`src/rtl/writeback_stage.sv`:
```
// Writeback stage: commits the execute bundle to the GPRs, EFLAGS, EIP/CS and the dcache store port.
// Optional REPNE CMPS loop control (ECX decrement, fetch redirect) is built when WB_REPNE_EN is defined.
`timescale 1ns/1ps
module writeback_stage #(
  parameter logic [31:0] FLAGS_RESET = 32'h0000_0002
) (
  input  logic        CLK,
  input  logic        RST,
  input  logic        IN_V,
  input  logic [31:0] IN_CEIP,
  input  logic [31:0] IN_NEIP,
  input  logic [15:0] IN_NCS,
  input  logic [31:0] IN_RESULT,
  input  logic [31:0] IN_FLAGS,
  input  logic [31:0] IN_CMPS_POINTER,
  input  logic [31:0] IN_COUNT,
  input  logic [2:0]  IN_DR1,
  input  logic [2:0]  IN_DR2,
  input  logic [1:0]  IN_DATASIZE,
  input  logic        IN_LD_GPR1,
  input  logic        IN_LD_GPR2,
  input  logic        IN_LD_FLAGS,
  input  logic [6:0]  IN_FLAGS_AFFECTED,
  input  logic        IN_MEM_WR,
  input  logic        IN_IS_REPNE,
  output logic        WB_STALL,
  output logic        DC_WR_REQ,
  input  logic        DC_WR_ACK,
  output logic        GPR_WE1,
  output logic        GPR_WE2,
  output logic        GPR_WE3,
  output logic [2:0]  GPR_ADDR1,
  output logic [2:0]  GPR_ADDR2,
  output logic [31:0] GPR_DATA1,
  output logic [31:0] GPR_DATA2,
  output logic [31:0] GPR_DATA3,
  output logic [1:0]  GPR_SIZE1,
  output logic [31:0] FLAGS,
  output logic        COMMIT_V,
  output logic [31:0] EIP_OUT,
  output logic [15:0] CS_OUT,
  output logic        REDIRECT,
  output logic [31:0] REDIRECT_EIP
);

  typedef enum logic {S_RUN, S_MEMWAIT} state_t;

  state_t      state_q;
  logic        v_q;
  logic [31:0] flags_q, flags_d;
  logic [31:0] eip_q, eip_d;
  logic [15:0] cs_q, cs_d;

  logic [31:0] ceip_q, neip_q, result_q, fin_q, ptr_q, count_q;
  logic [15:0] ncs_q;
  logic [2:0]  dr1_q, dr2_q;
  logic [1:0]  size_q;
  logic        ld1_q, ld2_q, ldf_q, memwr_q;
  logic [6:0]  mask_q;

  logic        mem_pend, commit, suppress;
  logic [31:0] flag_mask, flags_new;

`ifdef WB_REPNE_EN
  logic        repne_q;
  logic        rep_zero;
  logic [31:0] count_dec;

  always_ff @(posedge CLK) begin
    if (!WB_STALL) repne_q <= IN_IS_REPNE;
  end
`else
  logic unused_repne;
  assign unused_repne = IN_IS_REPNE;
`endif

  // Bundle latch; held while a store waits for the dcache.
  always_ff @(posedge CLK) begin
    if (!WB_STALL) begin
      ceip_q   <= IN_CEIP;
      neip_q   <= IN_NEIP;
      ncs_q    <= IN_NCS;
      result_q <= IN_RESULT;
      fin_q    <= IN_FLAGS;
      ptr_q    <= IN_CMPS_POINTER;
      count_q  <= IN_COUNT;
      dr1_q    <= IN_DR1;
      dr2_q    <= IN_DR2;
      size_q   <= IN_DATASIZE;
      ld1_q    <= IN_LD_GPR1;
      ld2_q    <= IN_LD_GPR2;
      ldf_q    <= IN_LD_FLAGS;
      mask_q   <= IN_FLAGS_AFFECTED;
      memwr_q  <= IN_MEM_WR;
    end
  end

  // Commit decode, EFLAGS merge and loop control.
  always_comb begin
    mem_pend     = v_q & memwr_q;
    commit       = v_q & (~memwr_q | DC_WR_ACK);
    DC_WR_REQ    = mem_pend | (state_q == S_MEMWAIT);
    WB_STALL     = DC_WR_REQ & ~DC_WR_ACK;
    COMMIT_V     = commit;
    // {OF,DF,SF,ZF,AF,PF,CF} -> EFLAGS bits 11,10,7,6,4,2,0
    flag_mask    = {20'd0, mask_q[6], mask_q[5], 2'b00, mask_q[4], mask_q[3], 1'b0,
                    mask_q[2], 1'b0, mask_q[1], 1'b0, mask_q[0]};
    flags_new    = ldf_q ? ((flags_q & ~flag_mask) | (fin_q & flag_mask)) : flags_q;
    suppress     = 1'b0;
    GPR_WE3      = 1'b0;
    REDIRECT     = 1'b0;
`ifdef WB_REPNE_EN
    rep_zero     = repne_q & (count_q == 32'd0);
    count_dec    = count_q - 32'd1;
    suppress     = rep_zero;
    GPR_WE3      = commit & repne_q & ~rep_zero;
    REDIRECT     = commit & repne_q & ~rep_zero & (count_dec != 32'd0) & ~flags_new[6];
`endif
    GPR_WE1      = commit & ld1_q & ~suppress;
    GPR_WE2      = commit & ld2_q & ~suppress;
    GPR_ADDR1    = dr1_q;
    GPR_ADDR2    = dr2_q;
    GPR_DATA1    = result_q;
    GPR_DATA2    = ptr_q;
    GPR_DATA3    = count_q - 32'd1;
    GPR_SIZE1    = size_q;
    REDIRECT_EIP = ceip_q;
    flags_d      = (commit & ~suppress) ? flags_new : flags_q;
    eip_d        = (commit & ~REDIRECT) ? neip_q : eip_q;
    cs_d         = (commit & ~REDIRECT) ? ncs_q : cs_q;
  end

  // Control state, architectural registers and store-wait FSM.
  always_ff @(posedge CLK) begin
    if (RST) begin
      state_q <= S_RUN;
      v_q     <= 1'b0;
      flags_q <= FLAGS_RESET;
      eip_q   <= 32'd0;
      cs_q    <= 16'd0;
    end else begin
      flags_q <= flags_d;
      eip_q   <= eip_d;
      cs_q    <= cs_d;
      if (!WB_STALL) v_q <= IN_V & ~REDIRECT;
      case (state_q)
        S_RUN:     if (mem_pend && !DC_WR_ACK) state_q <= S_MEMWAIT;
        S_MEMWAIT: if (DC_WR_ACK) state_q <= S_RUN;
        default:   state_q <= S_RUN;
      endcase
    end
  end

  assign FLAGS   = flags_q;
  assign EIP_OUT = eip_q;
  assign CS_OUT  = cs_q;

endmodule

```
`config.mk`:
```
export PLATFORM = sky130hd
export DESIGN_NAME = writeback_stage
export DESIGN_NICKNAME = d
export VERILOG_FILES = /design/src/rtl/writeback_stage.sv
export SDC_FILE = /design/constraint.sdc
export NUM_CORES = 1
export LEC_CHECK = 0
export CAP_MARGIN = 20
export CELL_PAD_IN_SITES_DETAIL_PLACEMENT = 0
export CELL_PAD_IN_SITES_GLOBAL_PLACEMENT = 2
export CORE_UTILIZATION = 28
export CTS_BUF_LIST = sky130_fd_sc_hd__clkbuf_2 sky130_fd_sc_hd__clkbuf_4 sky130_fd_sc_hd__clkbuf_8
export DETAILED_ROUTE_END_ITERATION = 10
export GPL_ROUTABILITY_DRIVEN = 0
export PLACE_DENSITY = 0.93
export SYNTH_ARGS = -nofsm -noshare
export SYNTH_HDL_FRONTEND = slang
export SYNTH_SLANG_ARGS = --single-unit
```
`constraint.sdc`:
```
create_clock -name CLK -period 15.1 [get_ports CLK]
set_clock_uncertainty 0.05 [all_clocks]
set_input_delay 3.02 -clock CLK [delete_from_list [all_inputs] [get_ports CLK]]
set_output_delay 3.02 -clock CLK [all_outputs]
set_load 0.01 [all_outputs]
```
# After elaboration in Yosys (flattened, before gate mapping)
# Index checks and enable logic that the tools add are counted.
[totals] output_inout_bits=223 wordCells=41 regBits=309 in_bits=232
[op_classes] muxes=3 add_sub_neg=1 bitwise_logic=14 n_reduce_logical=3
[op_table] operator="32-bit by 12-bit bitwise AND with 32-bit output" n=1
[op_table] operator="32-bit bitwise AND" n=1
[op_table] operator="12-bit NOT with 32-bit output" n=1
[op_table] operator="32-bit bitwise OR" n=1
[op_table] operator="32-bit by 1-bit subtractor with 32-bit output (second input constant)" n=1
[op_table] operator="1-bit bitwise AND" n=5
[op_table] operator="1-bit NOT" n=3
[op_table] operator="1-bit 2-to-1 mux" n=2
[op_table] operator="1-bit bitwise OR" n=2
[op_table] operator="1-bit case mux with 2 select lines" n=1
[op_table] operator="2-bit AND reduction" n=1
[op_table] operator="1-bit logical AND" n=1
[op_table] operator="1-bit zero test" n=1

# Depth between registers and ports, before layout
# Gate-level depths: netlist of run 1.
[depth] depth_word=4 ltp_mapped=7 depth_no_buf=5

# Worst setup path after synthesis of run 1
# Ideal clock, no wire load.
[synth_path] path_type="input-to-reg" startpoint="input DC_WR_ACK" endpoint="register dr1_q[0] (netlist: GPR_ADDR1[0]) (enable)" path_buffers=0 stages=2 arrival_time_ns=7.028 path_slack_ns=7.468 setup_time_ns=0.554 path_cell_list="nor2_1 inv_1"
[synth_via] elab_chain_len=2
[synth_rtl] item="start, declared" line="28" source="input logic DC_WR_ACK,"
[synth_rtl] item="1-bit NOT" line="103" source="WB_STALL = DC_WR_REQ & ~DC_WR_ACK;"
[synth_rtl] item="1-bit bitwise AND" line="103"
[synth_rtl] item="end signal, assigned" line="87" source="dr1_q <= IN_DR1;"
[synth_rtl] item="end, declared" line="56" source="logic [2:0] dr1_q, dr2_q;"
# Every way passes these cells.
# A chain may end at the register's enable or synchronous reset.

# Final worst setup path of run 1
[layout_path] startpoint="input DC_WR_ACK" endpoint="output COMMIT_V"
[layout_via] elab_chain_len=2
[layout_rtl] item="1-bit bitwise OR" line="101" source="commit = v_q & (~memwr_q | DC_WR_ACK);"
[layout_rtl] item="1-bit bitwise AND" line="101"
[layout_rtl] item="end, declared" line="39" source="output logic COMMIT_V,"
# Every way passes these cells.

==> results of run 1 <==
-- worst register-to-register path, stage by stage (launching register included) --
cell      delay, ns
edfxtp_1       0.40
a21oi_1        0.23
nor2_1         0.16
inv_8          0.60
buf_4          0.90
-- through the flow --
| step | setup slack, ns | utilization, % | hold slack (ns) |
|---|---|---|---|
| 2_1_floorplan | 7.468 | - | 0.4068 |
| 3_3_place_gp | 6.963 | 42.32 | 0.3920 |
| 4_1_cts | 6.935 | 45.18 | 0.4040 |
| 6_report | 6.991 | 45.19 | 0.4044 |
| 5_1_grt | 6.842 | 45.19 | 0.4230 |
| 3_5_place_dp | 6.948 | 42.32 | 0.3965 |
-- per-layer routing --
metal  vias to the layer above  track usage (%)
met5                         -                0
met4                         2            7.487
met3                        58            6.346
met2                       303            26.08
met1                      2858            17.41
li1                       2908                -
-- sequential cells by signal (all words and copies together) (netlist names), 7 cells and up, named ones only --
register      cells
mask_q            7
REDIRECT_EIP     32
CS_OUT           16
GPR_DATA2        32
ncs_q            16
EIP_OUT          32
GPR_DATA1        32
neip_q           32
count_q          32
fin_q             7
-- kinds of logic (layout without fill, tap and decap cells) --
| kind of cell | Yosys count | after routing | synth area share (%) |
|---|---|---|---|
| AOI/OAI and AO/OA | 73 | 73 | 4.213 |
| xor gates and xnor gates | 26 | 26 | 2.548 |
| DFF | 259 | 259 | 80.63 |
| other | 2 | 28 | 0.08402 |
| adders and majority gates | 1 | 1 | 0.1400 |
| buffers and inverters | 60 | 500 | 3.653 |
| and+or+nand+nor | 162 | 162 | 8.735 |
-- cells in the final DEF, fill, tap and decap left out, drive strengths merged, types with 2 or more instances in the layout --
cell,n
edfxtp,202
xor2,21
nor2,13
clkdlybuf4s50,400
dfxtp,57
xnor2,5
nand3,2
bufinv,3
nor3,12
or3,2
nand2b,2
nor4,9
o31ai,2
o21ai,12
clkbuf,58
inv,15
clkinv,19
nand2,105
conb,27
buf,5
and2,2
a21oi,57
nand4,11
-- power by group --
group          internal, W  switching (W)  total, W  leakage [nW]
Combinational     0.000110      0.0000743  0.000184          2.14
Clock             0.000364       0.000283  0.000647         0.477
Sequential        0.000819      0.0000210  0.000840          2.58
-- area by class of cell --
class	count	area (um^2)
fill	2802	17250
sequential	259	7207
timing repair buffer	405	4039
multi-input combinational	289	1510
clock buffer	58	723.2
tap	402	503.0
clock inverter	23	177.7
inverter	14	60.06
antenna	1	2.502
-- worst max path at each step --
stage / start / to / slack, ns
after detailed placement: DC_WR_ACK / COMMIT_V / 6.95
after floorplan: DC_WR_ACK / GPR_ADDR1[0] / 7.47
final: DC_WR_ACK / COMMIT_V / 6.99
after CTS: DC_WR_ACK / COMMIT_V / 6.93
after global placement: DC_WR_ACK / COMMIT_V / 6.96
after global routing: DC_WR_ACK / COMMIT_V / 6.84
==> flow_summary.json, run 1 <==
{
  "final_layout_size_suffix_gt1_share_pct": 8.492,
  "critical_path.max_fanout": 50,
  "fin_tns_setup_ns": 0,
  "startpoint_type": "input pin",
  "wl_met1_um": 9878,
  "ctsRootBufferMaster": "clkbuf_8",
  "synth_edf_count": 202,
  "worst_ep_arrival_time_ns": 5.04,
  "dieArea_um2": 32640,
  "rsz0062_at_grt": "no",
  "synthArstFlopShare_pct": 0,
  "slew_viol_final": 0,
  "max_stage_delay_ns": 0.66,
  "status": "completed",
  "die_w_um": 180.7,
  "worstReg2RegStart": "memwr_q",
  "worstSkewPairLatency_ns": 0.55,
  "drt_iter0_drc": 308,
  "wl_met3_um": 2526,
  "finish.net_count": 1246,
  "slew_headroom_pct": 33.61,
  "setup_viol": 0,
  "yosys.area.top_type_share_pct": 67.86,
  "yosysUniqueCellTypes": 35,
  "die_height_um": 180.7,
  "fin_cells": 1451,
  "synth-seq-cells": 259,
  "avgSynthCellArea_um2": 15.33,
  "r2r_cells": 4,
  "postLayoutCellArea_um2": 14220,
  "dpl-instance-area_um2": 13320,
  "synth_common_cells": "edfxtp_1 (202), nand2_1 (103), a21oi_1 (57), dfxtp_1 (57), buf_4 (27)",
  "drtPass1Iterations": 4,
  "cts_max_path_buffers": 3,
  "leakage_nw": 5.195,
  "dr.max_layer_used": "met5",
  "ant_nets": 0,
  "wl_um": 26150,
  "cp.required_ns": 12.03,
  "area_delta_synth_final_pct": 59.11,
  "critPathKind": "input pin to output pin",
  "core_area_um2": 31470,
  "period_share_pct": 53.70,
  "dp.cells": 1369,
  "irDropWorstVdd_uv": 77.60,
  "grt_pass1_vias": 6372,
  "tightest_slew_ns": 0.9959,
  "cts.sinks": 259,
  "antenna_found_initial": 2,
  "grt-ovfl-total": 0,
  "portBuffers": 401,
  "tritoncts": "built",
  "crit_family": "buffers and inverters",
  "crit_path_frequent_cell": "clkdlybuf4s50_1",
  "clock.fmax_ghz": 0.1233,
  "p_per_area_nw_per_um2": 117.5,
  "synth_top_area_cell": "edfxtp_1",
  "pin_count": 455,
  "cp_cell_sequence": "clkdlybuf4s50_1, o21ai_4, inv_2, buf_4, clkdlybuf4s50_1",
  "min_path_cells": 2,
  "min_from": "EIP_OUT[23]",
  "cts-buffers-inserted": 44,
  "r2r-end": "ncs_q[5]",
  "initial_core_util_pct": 28.40,
  "critPathSlowestCell": "clkdlybuf4s50_1",
  "routed_via_density": 4.224,
  "via_count": 6129,
  "grt_pass1_wl_um": 38150,
  "yosys-top-cells-area": "edfxtp_1 (68%), dfxtp_1 (13%), nand2_1 (4.3%), a21oi_1 (3.2%), buf_4 (2.3%)",
  "rrSetupSlack_ns": 12.28,
  "grt_max_degree": 136,
  "hold_class": "flop to flop",
  "synth_area_um2": 8939,
  "critical_path_buf_inv_count": 4,
  "h-tree-depth": 2,
  "synthesis.instances": 583,
  "endpoint_kind": "output pin",
  "cap_viol_max_count": 0,
  "num_rows": 65,
  "dpl.hpwl_um": 18570,
  "worstSetupPathDepth": 5,
  "worstHoldEndpoint": "EIP_OUT[23]",
  "routedWlPerCell_um": 18.02,
  "hold_viol_final": 0,
  "min_period_ns": 8.109,
  "postCtsSetupBuffers": 0,
  "total_power_w": 0.001671,
  "path_clk_slew_ns": 0.06,
  "synth_flop_cell": "edfxtp_1",
  "drc": 0,
  "yosys_warnings": 0,
  "ctsHoldBuffers": 0,
  "seq_area_frac_synth_pct": 80.63,
  "track_usage_pct": 15.67,
  "cts-resized-gates": 0,
  "met2_length_um": 12810,
  "yosysMostFrequentCell": "edfxtp_1"
}
Note: power is estimated with default switching activity, not from simulation.
==> run 2: changes to the inputs <==
CORE_UTILIZATION = 23   (was 28)
PLACE_DENSITY = 0.82   (was 0.93)
clock period = 6.8 ns   (was 15.1 ns; I/O delays follow)
==> run 2 against run 1 <==
Critical path depth unchanged; die area is 21% higher; core utilization down 7.0 points; total power grew 130%; combinational power up 120%; largest power group unchanged; sequential cell count did not move; design area increased by 1.8%; global-route usage fell by 2.4 points; sequential share of layout area fell by 0.90 points.
==> flow_summary.json, run 2 (synthesized netlist as in run 1, its figures left out) <==
{
  "status": "completed",
  "rsz0062_at_grt": "no",
  "drc": 0,
  "final_common_cell": "clkdlybuf4s50_1",
  "cts.sinks": 259,
  "cap_viol_max_count": 0,
  "dp_slack_ns": 2.379,
  "dieArea_um2": 39650,
  "slew_headroom_pct": 45.27,
  "postCtsSetupBuffers": 0,
  "die_height_um": 199.1,
  "grt_use_met3_pct": 5.046,
  "routedWlPerCell_um": 17.19,
  "ctsRootBufferMaster": "clkbuf_8",
  "portBuffers": 401,
  "dpl.hpwl_um": 18920,
  "via_count": 6152,
  "cts-resized-gates": 0,
  "postLayoutCellArea_um2": 14480,
  "clock.fmax_ghz": 0.2220,
  "cp.required_ns": 5.39,
  "min_period_ns": 4.505,
  "endpoint_kind": "output pin",
  "slew_viol_final": 0,
  "grtUsageMet2_pct": 21.63,
  "tightest_slew_ns": 0.8210,
  "p_per_area_nw_per_um2": 266.7,
  "grt_max_degree": 113,
  "final_layout_size_suffix_gt1_share_pct": 9.858,
  "h-tree-depth": 2,
  "initial_core_util_pct": 23.56,
  "dpl-instance-area_um2": 13460,
  "hold_viol_final": 0,
  "critical_path.max_fanout": 7,
  "hold_class": "flop to flop",
  "grt_pass1_wl_um": 38670,
  "ant_nets": 0,
  "grt_util_met1_pct": 15.24,
  "finish.net_count": 1252,
  "layout_common_cells": "clkdlybuf4s50_1 (400), edfxtp_1 (202), nand2_1 (103)",
  "grt_pass1_vias": 6317,
  "leakage_nw": 5.265,
  "drtPass1Iterations": 4,
  "die_w_um": 199.1,
  "min_path_cells": 2,
  "startpoint_type": "flop",
  "setup_viol": 0,
  "area_delta_synth_final_pct": 61.98,
  "antenna_found_initial": 3,
  "setup_slack_ns": 2.295,
  "period_share_pct": 66.25,
  "core_area_um2": 37930,
  "tritoncts": "built",
  "fin_tns_setup_ns": 0,
  "pin_count": 455,
  "total_power_w": 0.003861,
  "r2r_cells": 4,
  "critPathKind": "flop to output pin",
  "routed_via_density": 3.923,
  "worst_ep_arrival_time_ns": 3.09,
  "cts_max_path_buffers": 3,
  "track_usage_pct": 13.30,
  "ctsHoldBuffers": 0,
  "grt-ovfl-total": 0,
  "holdWs_ns": 0.4019,
  "wl_um": 26950,
  "top_usage_layer": "met2",
  "path_clk_slew_ns": 0.05,
  "num_rows": 71,
  "worstSkewPairLatency_ns": 0.61,
  "irDropWorstVdd_uv": 185.6,
  "drt_iter0_drc": 244,
  "cts-buffers-inserted": 49
}
run 2: cell count changes in the layout (fill, tap and decap cells not counted), sizes merged:
| cell | previous run | this run |
|---|---|---|
| buf | 5 | 6 |
| clkbuf | 58 | 75 |
| inv | 15 | 16 |
| clkinv | 19 | 8 |
| bufinv | 3 | 2 |
| diode | 1 | 2 |
run 2: layout make-up:
cell class | instances | area (um^2)
clock inverters | 12 | 116.4
flip-flops and latches | 259 | 7207
fillers | 3609 | 23450
well taps | 511 | 639.4
multi-input cells | 289 | 1510
clock buffers | 75 | 894.6
inverters | 14 | 60.06
repair buffers | 406 | 4046
diodes | 2 | 5.005
run 2: worst paths after layout:
check	from	endpoint	slack [ns]
setup / recovery	count_q[3]	GPR_DATA3[29]	2.30
hold / removal	EIP_OUT[18]	EIP_OUT[18]	0.40
setup reg to reg	memwr_q	count_q[20]	4.26
hold reg to reg	EIP_OUT[18]	EIP_OUT[18]	0.40
run 2: power by group:
part           internal [W]  switching (W)
clock network      0.000913       0.000676
registers           0.00182      0.0000432
logic              0.000244       0.000166
total               0.00298       0.000886
run 2: per-stage QoR:
step                cells  util [%]
finish               1568     38.17
global route         1567     38.16
CTS                  1566     38.16
detailed placement   1479     35.49
global placement     1479     35.49
floorplan             608         -
run 2: worst max-delay path, cell delays in order, from the launching register on:
cell and delay, ns:
edfxtp_1 0.45, nor3_2 0.51, nand4_1 0.38, nor4_1 0.38
xor2_1 0.19, clkdlybuf4s50_1 0.58
run 2: metal layers:
metal	part of all wire (%)	routed length [um]
met1	39	10600
met2	48	12940
met3	9.3	2507
met4	3.3	895
met5	0.048	13
